===== config.mk =====
export PLATFORM = sky130hd
export DESIGN_NAME = stream_packet_source
export DESIGN_NICKNAME = d
export VERILOG_FILES = /design/src/rtl/stream_packet_source.sv
export SDC_FILE = /design/constraint.sdc
export NUM_CORES = 1
export LEC_CHECK = 0
export ABC_AREA = 1
export CORE_MARGIN = 5
export CORE_UTILIZATION = 63
export DETAILED_ROUTE_END_ITERATION = 12
export PLACE_DENSITY = 0.83
export SETUP_SLACK_MARGIN = 0.2
export SYNTH_ARGS = -nofsm -noshare
export SYNTH_HDL_FRONTEND = slang
export SYNTH_SLANG_ARGS = --single-unit

===== constraint.sdc =====
create_clock -name i_clk -period 4.9 [get_ports i_clk]
set_clock_uncertainty 0.15 [all_clocks]
set_input_delay 0.98 -clock i_clk [delete_from_list [all_inputs] [get_ports i_clk]]
set_output_delay 0.98 -clock i_clk [all_outputs]
set_load 0.01 [all_outputs]

===== src/rtl/stream_packet_source.sv =====
// AXI-stream packet generator: on start, emits N packets of L beats with an
// optional idle gap; TDATA carries a run-relative timestamp starting at 0.
module stream_packet_source #(
  parameter int C_AXIS_DATA_WIDTH = 32,
  parameter int LGPKTLEN          = 16,
  parameter int LGNPKTS           = 16,
  parameter int LGGAP             = 8
) (
  input  logic                         i_clk,
  input  logic                         i_reset,
  input  logic                         i_start,
  input  logic [LGPKTLEN-1:0]          i_pkt_len,
  input  logic [LGNPKTS-1:0]           i_num_pkts,
  input  logic [LGGAP-1:0]             i_gap,
  output logic                         o_busy,
  output logic                         o_done,
  output logic                         M_AXIS_TVALID,
  input  logic                         M_AXIS_TREADY,
  output logic [C_AXIS_DATA_WIDTH-1:0] M_AXIS_TDATA,
  output logic                         M_AXIS_TLAST
);

  typedef enum logic [1:0] {
    S_IDLE,
    S_SEND,
    S_GAP
  } state_t;

  localparam logic [LGPKTLEN-1:0]          LEN_ONE = LGPKTLEN'(1);
  localparam logic [LGNPKTS-1:0]           PKT_ONE = LGNPKTS'(1);
  localparam logic [LGGAP-1:0]             GAP_ONE = LGGAP'(1);
  localparam logic [C_AXIS_DATA_WIDTH-1:0] TS_ONE  = C_AXIS_DATA_WIDTH'(1);

  state_t                         state;
  logic [LGPKTLEN-1:0]            len_q;
  logic [LGNPKTS-1:0]             npkts_q;
  logic [LGGAP-1:0]               gap_q;
  logic [LGPKTLEN-1:0]            beat_cnt;
  logic [LGNPKTS-1:0]             pkt_cnt;
  logic [LGGAP-1:0]               gap_cnt;
  logic [C_AXIS_DATA_WIDTH-1:0]   ts;
  logic                           handshake;

  assign handshake = M_AXIS_TVALID && M_AXIS_TREADY;

  // NOTE: all state below is updated with non-blocking assignments so every
  // register samples the same pre-edge values regardless of statement order.
  always_ff @(posedge i_clk) begin
    if (i_reset) begin
      state         <= S_IDLE;
      len_q         <= '0;
      npkts_q       <= '0;
      gap_q         <= '0;
      beat_cnt      <= '0;
      pkt_cnt       <= '0;
      gap_cnt       <= '0;
      ts            <= '0;
      o_busy        <= 1'b0;
      o_done        <= 1'b0;
      M_AXIS_TVALID <= 1'b0;
      M_AXIS_TDATA  <= '0;
      M_AXIS_TLAST  <= 1'b0;
    end else begin
      o_done <= 1'b0;
      case (state)
        S_IDLE: begin
          if (i_start) begin
            if (i_pkt_len == '0 || i_num_pkts == '0) begin
              o_done <= 1'b1;
            end else begin
              state         <= S_SEND;
              len_q         <= i_pkt_len;
              npkts_q       <= i_num_pkts;
              gap_q         <= i_gap;
              beat_cnt      <= '0;
              pkt_cnt       <= '0;
              gap_cnt       <= '0;
              ts            <= '0;
              o_busy        <= 1'b1;
              M_AXIS_TVALID <= 1'b1;
              M_AXIS_TDATA  <= '0;
              M_AXIS_TLAST  <= (i_pkt_len == LEN_ONE);
            end
          end
        end

        S_SEND: begin
          ts <= ts + TS_ONE;
          if (handshake) begin
            if (M_AXIS_TLAST) begin
              beat_cnt <= '0;
              if (pkt_cnt == npkts_q - PKT_ONE) begin
                state         <= S_IDLE;
                o_busy        <= 1'b0;
                o_done        <= 1'b1;
                M_AXIS_TVALID <= 1'b0;
                M_AXIS_TLAST  <= 1'b0;
              end else begin
                pkt_cnt <= pkt_cnt + PKT_ONE;
                if (gap_q == '0) begin
                  // Next packet starts immediately; its first beat is stamped now.
                  M_AXIS_TDATA <= ts + TS_ONE;
                  M_AXIS_TLAST <= (len_q == LEN_ONE);
                end else begin
                  state         <= S_GAP;
                  gap_cnt       <= '0;
                  M_AXIS_TVALID <= 1'b0;
                  M_AXIS_TLAST  <= 1'b0;
                end
              end
            end else begin
              beat_cnt     <= beat_cnt + LEN_ONE;
              M_AXIS_TDATA <= ts + TS_ONE;
              M_AXIS_TLAST <= (beat_cnt + LEN_ONE == len_q - LEN_ONE);
            end
          end
        end

        S_GAP: begin
          ts      <= ts + TS_ONE;
          gap_cnt <= gap_cnt + GAP_ONE;
          if (gap_cnt == gap_q - GAP_ONE) begin
            state         <= S_SEND;
            beat_cnt      <= '0;
            M_AXIS_TVALID <= 1'b1;
            M_AXIS_TDATA  <= ts + TS_ONE;
            M_AXIS_TLAST  <= (len_q == LEN_ONE);
          end
        end

        default: state <= S_IDLE;
      endcase
    end
  end

endmodule

; Yosys cells after proc, flatten, opt, wreduce, memory -nomap -nowiden
; Cells that the tools add are included.
[classes]
n_addsub = 7
multipliers = 0
div_mod_pow = 0
magnitude_cmp = 0
n_eq_ne = 18
shift = 0
n_mux = 60
bitwise_logic = 1
n_reduce_logical = 19
[ops]
columns = op, n
row1 = $mux W32, 7
row2 = $mux W16, 8
row3 = $pmux W32 S3, 1
row4 = $pmux W32 S2, 1
row5 = $mux W8, 6
row6 = $pmux W16 S3, 1
row7 = $add A16 B1 Y16 const B, 2
row8 = $add A32 B1 Y32 const B, 1
row9 = $eq A16 B1 Y1 const B, 2
row10 = $eq A16 B16 Y1, 2
row11 = $logic_not A16 Y1, 2
row12 = $pmux W16 S2, 1
row13 = $sub A16 B1 Y16 const B, 2
row14 = $pmux W8 S3, 1
row15 = $mux W1, 22
row16 = $reduce_and A7 Y1, 3
row17 = $reduce_and A6 Y1, 3
row18 = $ne A2 B2 Y1 const B, 8
row19 = $mux W2, 7
row20 = $ne A3 B3 Y1 const B, 3
row21 = $add A8 B1 Y8 const B, 1
row22 = $eq A8 B8 Y1, 1
row23 = $logic_not A8 Y1, 1
row24 = $sub A8 B1 Y8 const B, 1
row25 = other kinds (14), 18
[word_totals]
regBits = 150
latch_bits = 0
mem_bits_rw = 0
rom_bits = 0
out_inout_bits = 36
elab_cells = 118
n_memories = 0

; Longest topological paths before layout
[depth]
ltp_word = 6
ltp_mapped = 19
depth_no_buf = 19

; Least setup slack after synthesis
; Ideal clock, no wire load.
[synth_timing]
path_kind = input to register
start = in i_pkt_len[12]
end = reg beat_cnt[13]
setup_time_ns = 0.121
t_arrival_ns = 2.375
setup_slack_ns = 2.254
stages = 12
n_path_buf = 1
cell_sequence = or2_0 -> nor4_2 -> nand3_1 -> nand2_1 -> nand2_1 -> nand3_1 -> nor2_1 -> nand2_1 -> inv_2 -> buf_2 -> o21ai_0 -> a21oi_1
[synth_between]
elab_chain_len = 4
[synth_lines]
columns = element, line
row1 = start: declaration, 12  ; input logic [LGPKTLEN-1:0] i_pkt_len,
row2 = $logic_not A16 Y1, 68  ; if (i_pkt_len == '0 || i_num_pkts == '0) begin
row3 = $logic_or A1 B1 Y1, 68
row4 = $ne A2 B2 Y1 (no source line), -
row5 = $reduce_and A5 Y1 (no source line), -
row6 = end signal: assignment, 112  ; beat_cnt <= beat_cnt + LEN_ONE;
row7 = end: declaration, 38  ; logic [LGPKTLEN-1:0] beat_cnt;
; Every way passes these cells.
; A chain may end at the register's enable or synchronous reset.

; Final worst setup path
[layout_timing]
start = in i_pkt_len[12]
end = reg M_AXIS_TDATA[5]
[layout_between]
elab_chain_len = 4
[layout_lines]
columns = element, line
row1 = $logic_not A16 Y1, 68
row2 = $logic_or A1 B1 Y1, 68
row3 = $ne A2 B2 Y1 (no source line), -
row4 = $reduce_and A7 Y1 (no source line), -
row5 = end signal: assignment, 102  ; M_AXIS_TDATA <= ts + TS_ONE;
row6 = end signal: assignment, 113  ; M_AXIS_TDATA <= ts + TS_ONE;
row7 = end signal: assignment, 126  ; M_AXIS_TDATA <= ts + TS_ONE;
row8 = end: declaration, 19  ; output logic [C_AXIS_DATA_WIDTH-1:0] M_AXIS_TDATA,
; Every way passes these cells.

==> out/results.env <==
IR_WORST_VDD_V=0.000371
CTS_SINKS=150
PORT_BUFFERS=79
DIE_H_UM=130
GRT_MOST_USED_LAYER='met2'
VIA_COUNT=9445
TOP_LEVEL_PORTS=80
PATH_CLASS='input port to flip-flop'
ROUTE.DETAILED.VIAS_PER_INST=5.71
YOSYSWARNINGCOUNT=0
TOTAL_LEAKAGE_POWER_nW=4.28
SYN2LAYOUT_AREA_GROWTH_PCT=16.2
START_UTIL_PCT=64.6
REG2REG_DEPTH=13
FINAL_COMMON_CELL='nand2_1'
DRT-WIRELENGTH-PER-CELL_UM=14.3
TIMING.FINAL.CRIT_SHARE_PCT=77.1
MAXCAPVIOLCOUNT=0
CRITICAL_PATH.STARTPOINT_TYPE='input port'
CRITICAL_PATH.MOST_COMMON_CELL='nand2_1'
DRT-TOTAL-WL_MM=23.7
GLOBALROUTE.TOTALOVERFLOW=0
DETAIL-ROUTE-ANTENNA-NETS=0
WORSTPATHARRIVAL_NS=3.98
FINAL.MIN_CLOCK_PERIOD_NS=3.78
YOSYSUNIQUECELLTYPES=39
CRIT_BUF_INV=3
SYNTH_SEQUENTIAL_AREA_RATIO_PCT=33.4
RESULT_OF_THE_RUN='finished, final reports clean'
SYNTHDOMINANTAREACELLTYPE='dfxtp_1'
FLOORPLAN.DIE.WIDTH_UM=130
DRIVE_GT1_SHARE_PCT=4.48
GRT_USE_MET1_PCT=36.4
ROUTE.DETAILED.DRC=0
CRITICAL-PATH-MAX-STAGE-DELAY_NS=0.42
HOLD_CLASS='flip-flop to flip-flop'
CELLPOWERDENSITY_nW_PER_UM2=547
DETAILEDROUTE.FIRSTITERATIONVIOLATIONS=827
SYNTH_LARGEST_TYPE_AREA_FRACTION_PCT=33.4
CTS_HOLD_BUF=0
POST_SYNTH_INST_COUNT=1409
POST_SYNTHESIS_INSTANCE_AREA_UM2=9000
POST_SYNTH_MAIN_AREA_CONTRIBUTORS='dfxtp_1 33%, nand2_1 13%, a21oi_1 8.9%'
CRIT_CELLS=14
MAPPEDNETLISTNETS=1465
TIMING.FINAL.HOLD_VIOLATIONS=0
SYNTH_AREA_PER_CELL_UM2=6.39
ANTENNA_FOUND_INITIAL=0
HTREE_LEVELS=4
FLOORPLAN.ROWS=43
CRIT_PATH_TOP_DELAY_CELL='inv_2'
CTS_POST_SETUP_BUFFERS_INSERTED=0
CRITPATHCAPTURETYPE='flip-flop'
TIMING_LIMITED_MAXIMUM_FREQUENCY_MHz=265
CTS.REPORTEDPATHS.CLKPINSLEW_NS=0.06
GRT_SETUP_UNREPAIRED='no'
CRIT_FANOUT=63
GLOBAL_ROUTE.USAGE.TOTAL_PCT=28.4
ANTENNA_CELLS=0
FIN_UTIL_PCT=75.0
SLEW-LIMIT-HEADROOM_PCT=33.4
CRITICAL-PATH-TOP-DELAY-FAMILY='simple AND/OR/NAND/NOR gates'
LAYOUT.FILLER_CELLS=1152
PLACE_CONGESTION=0.939
DIE_AREA_UM2=16800
POSTSYNTHREGISTERBITS=150
CLK_LAT_WORST_SKEW_NS=0.43
DRTPASS1ITERATIONS=6
WORSTHOLDPATHCELLS=2
GRT_FIRST_PASS_WIRELENGTH_MM=39.2
SETUP_VIOL=0
GRT_PASS1_VIAS=8551
CLOCKBUFFERDEPTH=2
TIMING.FINAL.MAX_SLEW_VIOLATIONS=0
CP_CELL_SEQUENCE='clkdlybuf4s50_1, or2_0, nor4_2, nand3_1, nand2_1, nand2_1, nand3_1, nor2_1, nand2_1, buf_4, inv_2, nand2_2, nand2_1, a21oi_1'
DP.FINAL_HPWL_MM=16.8
GLOBAL_ROUTE.USAGE.MET2_PCT=48.9
MOSTFREQUENTLAYOUTCELLS='311 x nand2_1, 163 x nor2_1, 160 x a21oi_1, 150 x dfxtp_1, 150 x inv_1'
SETUP_TNS_NS=0
TIMING.CRITICAL_PATH.REQUIRED_NS=5.10
CTS-ROOT-BUF='clkbuf_16'
GLOBALROUTEMET3UTIL_PCT=4.95
TRITONCTS_CLOCK_TREE='yes'
CORE_AREA_UM2=13900
GRT_START_MAX_NET_PINS=81
WORST_SLEW_PIN_TRAN_NS=0.999
NNETSFINAL=1516
CTS_BUFFERS=17
CTS_REPAIR_RESIZE_COUNT=0
[worst register-to-register path: cells and delay by family (launching register included)]
family	cells	cell delay, ns
AND/OR/NAND/NOR	8	1.53
buffers and inverters	3	0.67
AO/OA/AOI/OAI	1	0.40
flip-flops	1	0.38
adder cells (fa/ha/maj)	1	0.29
[worst paths after layout]
| check | startpoint | end | slack, ns |
|---|---|---|---|
| hold reg to reg | npkts_q[15]$_SDFFE_PP0P_ | npkts_q[15]$_SDFFE_PP0P_ | 0.31 |
| hold / removal | npkts_q[15]$_SDFFE_PP0P_ | npkts_q[15]$_SDFFE_PP0P_ | 0.31 |
| setup / recovery | i_pkt_len[12] | M_AXIS_TDATA[5]$_SDFFE_PP0P_ | 1.12 |
| setup reg to reg | state[1]$_SDFFE_PP0P_ | pkt_cnt[6]$_SDFFE_PP0P_ | 1.41 |
[cells by family after synthesis]
kind of cell               after synthesis  share of synthesized area [%]
buffers and inverters                  207                           9.12
adders and majority gates               12                           1.67
and+or+nand+nor                        707                           34.6
xor gates and xnor gates                57                           5.55
DFF                                    150                           33.4
AOI/OAI and AO/OA                      276                           15.7
[synthesized netlist by cell type, drive strengths merged]
cell type / n
a21o: 1
nor4: 16
o21ai: 105
buf: 18
inv: 153
ha: 12
nand2: 318
xnor2: 12
a31o: 1
xor2: 45
nor3: 30
nand4: 35
clkbuf: 35
clkinv: 1
a211oi: 1
a21oi: 160
nand2b: 1
nand3: 120
nor2: 172
dfxtp: 150
and3: 1
o21bai: 4
nand3b: 6
nor3b: 3
o211ai: 4
nor4b: 1
or2: 4
[per-layer routing]
metal  part of all wire (%)  wire length (um)
met5                      0                 0
met4                    1.9               443
met3                    6.0              1420
met2                     48             11400
met1                     44             10400
[state kept, by name (all words and copies together) (netlist names)]
signal         count
pkt_cnt           16
npkts_q           16
M_AXIS_TVALID      1
M_AXIS_TDATA      32
beat_cnt          16
state              2
gap_q              8
ts                32
o_done             1
gap_cnt            8
len_q             16
M_AXIS_TLAST       1
o_busy             1
[cell type report]
cell class / count / area (um2) / share of cell area [%]
Multi-Input combinational cell: 1052 / 5180 / 49.6
Sequential cell: 150 / 3000 / 28.7
Tap cell: 180 / 225 / 2.15
Clock buffer: 21 / 460 / 4.40
Clock inverter: 11 / 170 / 1.63
Timing Repair Buffer: 85 / 836 / 7.99
Inverter: 154 / 578 / 5.53
[where the power goes]
group / leakage (nW) / total [W] / internal, W / switching [W]
Sequential: 1.23 / 0.00189 / 0.00156 / 0.000337
Clock: 0.300 / 0.00140 / 0.000880 / 0.000524
Combinational: 2.75 / 0.00242 / 0.000874 / 0.00155
Total: 4.28 / 0.00572 / 0.00331 / 0.00241
[through the flow]
step | cell area [um2] | std cells | power, W | setup slack, ns | hold slack (ns)
3_3_place_gp | 9830 | 1621 | 0.00422 | 0.799 | 0.300
4_1_cts | 10500 | 1653 | 0.00570 | 1.14 | 0.314
5_1_grt | 10500 | 1653 | 0.00615 | 0.821 | 0.341
2_1_floorplan | 9000 | 1409 | 0.00363 | 2.25 | 0.287
3_5_place_dp | 9830 | 1621 | 0.00428 | 0.719 | 0.304
6_report | 10500 | 1653 | 0.00572 | 1.12 | 0.311
Note: power is estimated with default switching activity, not from simulation.
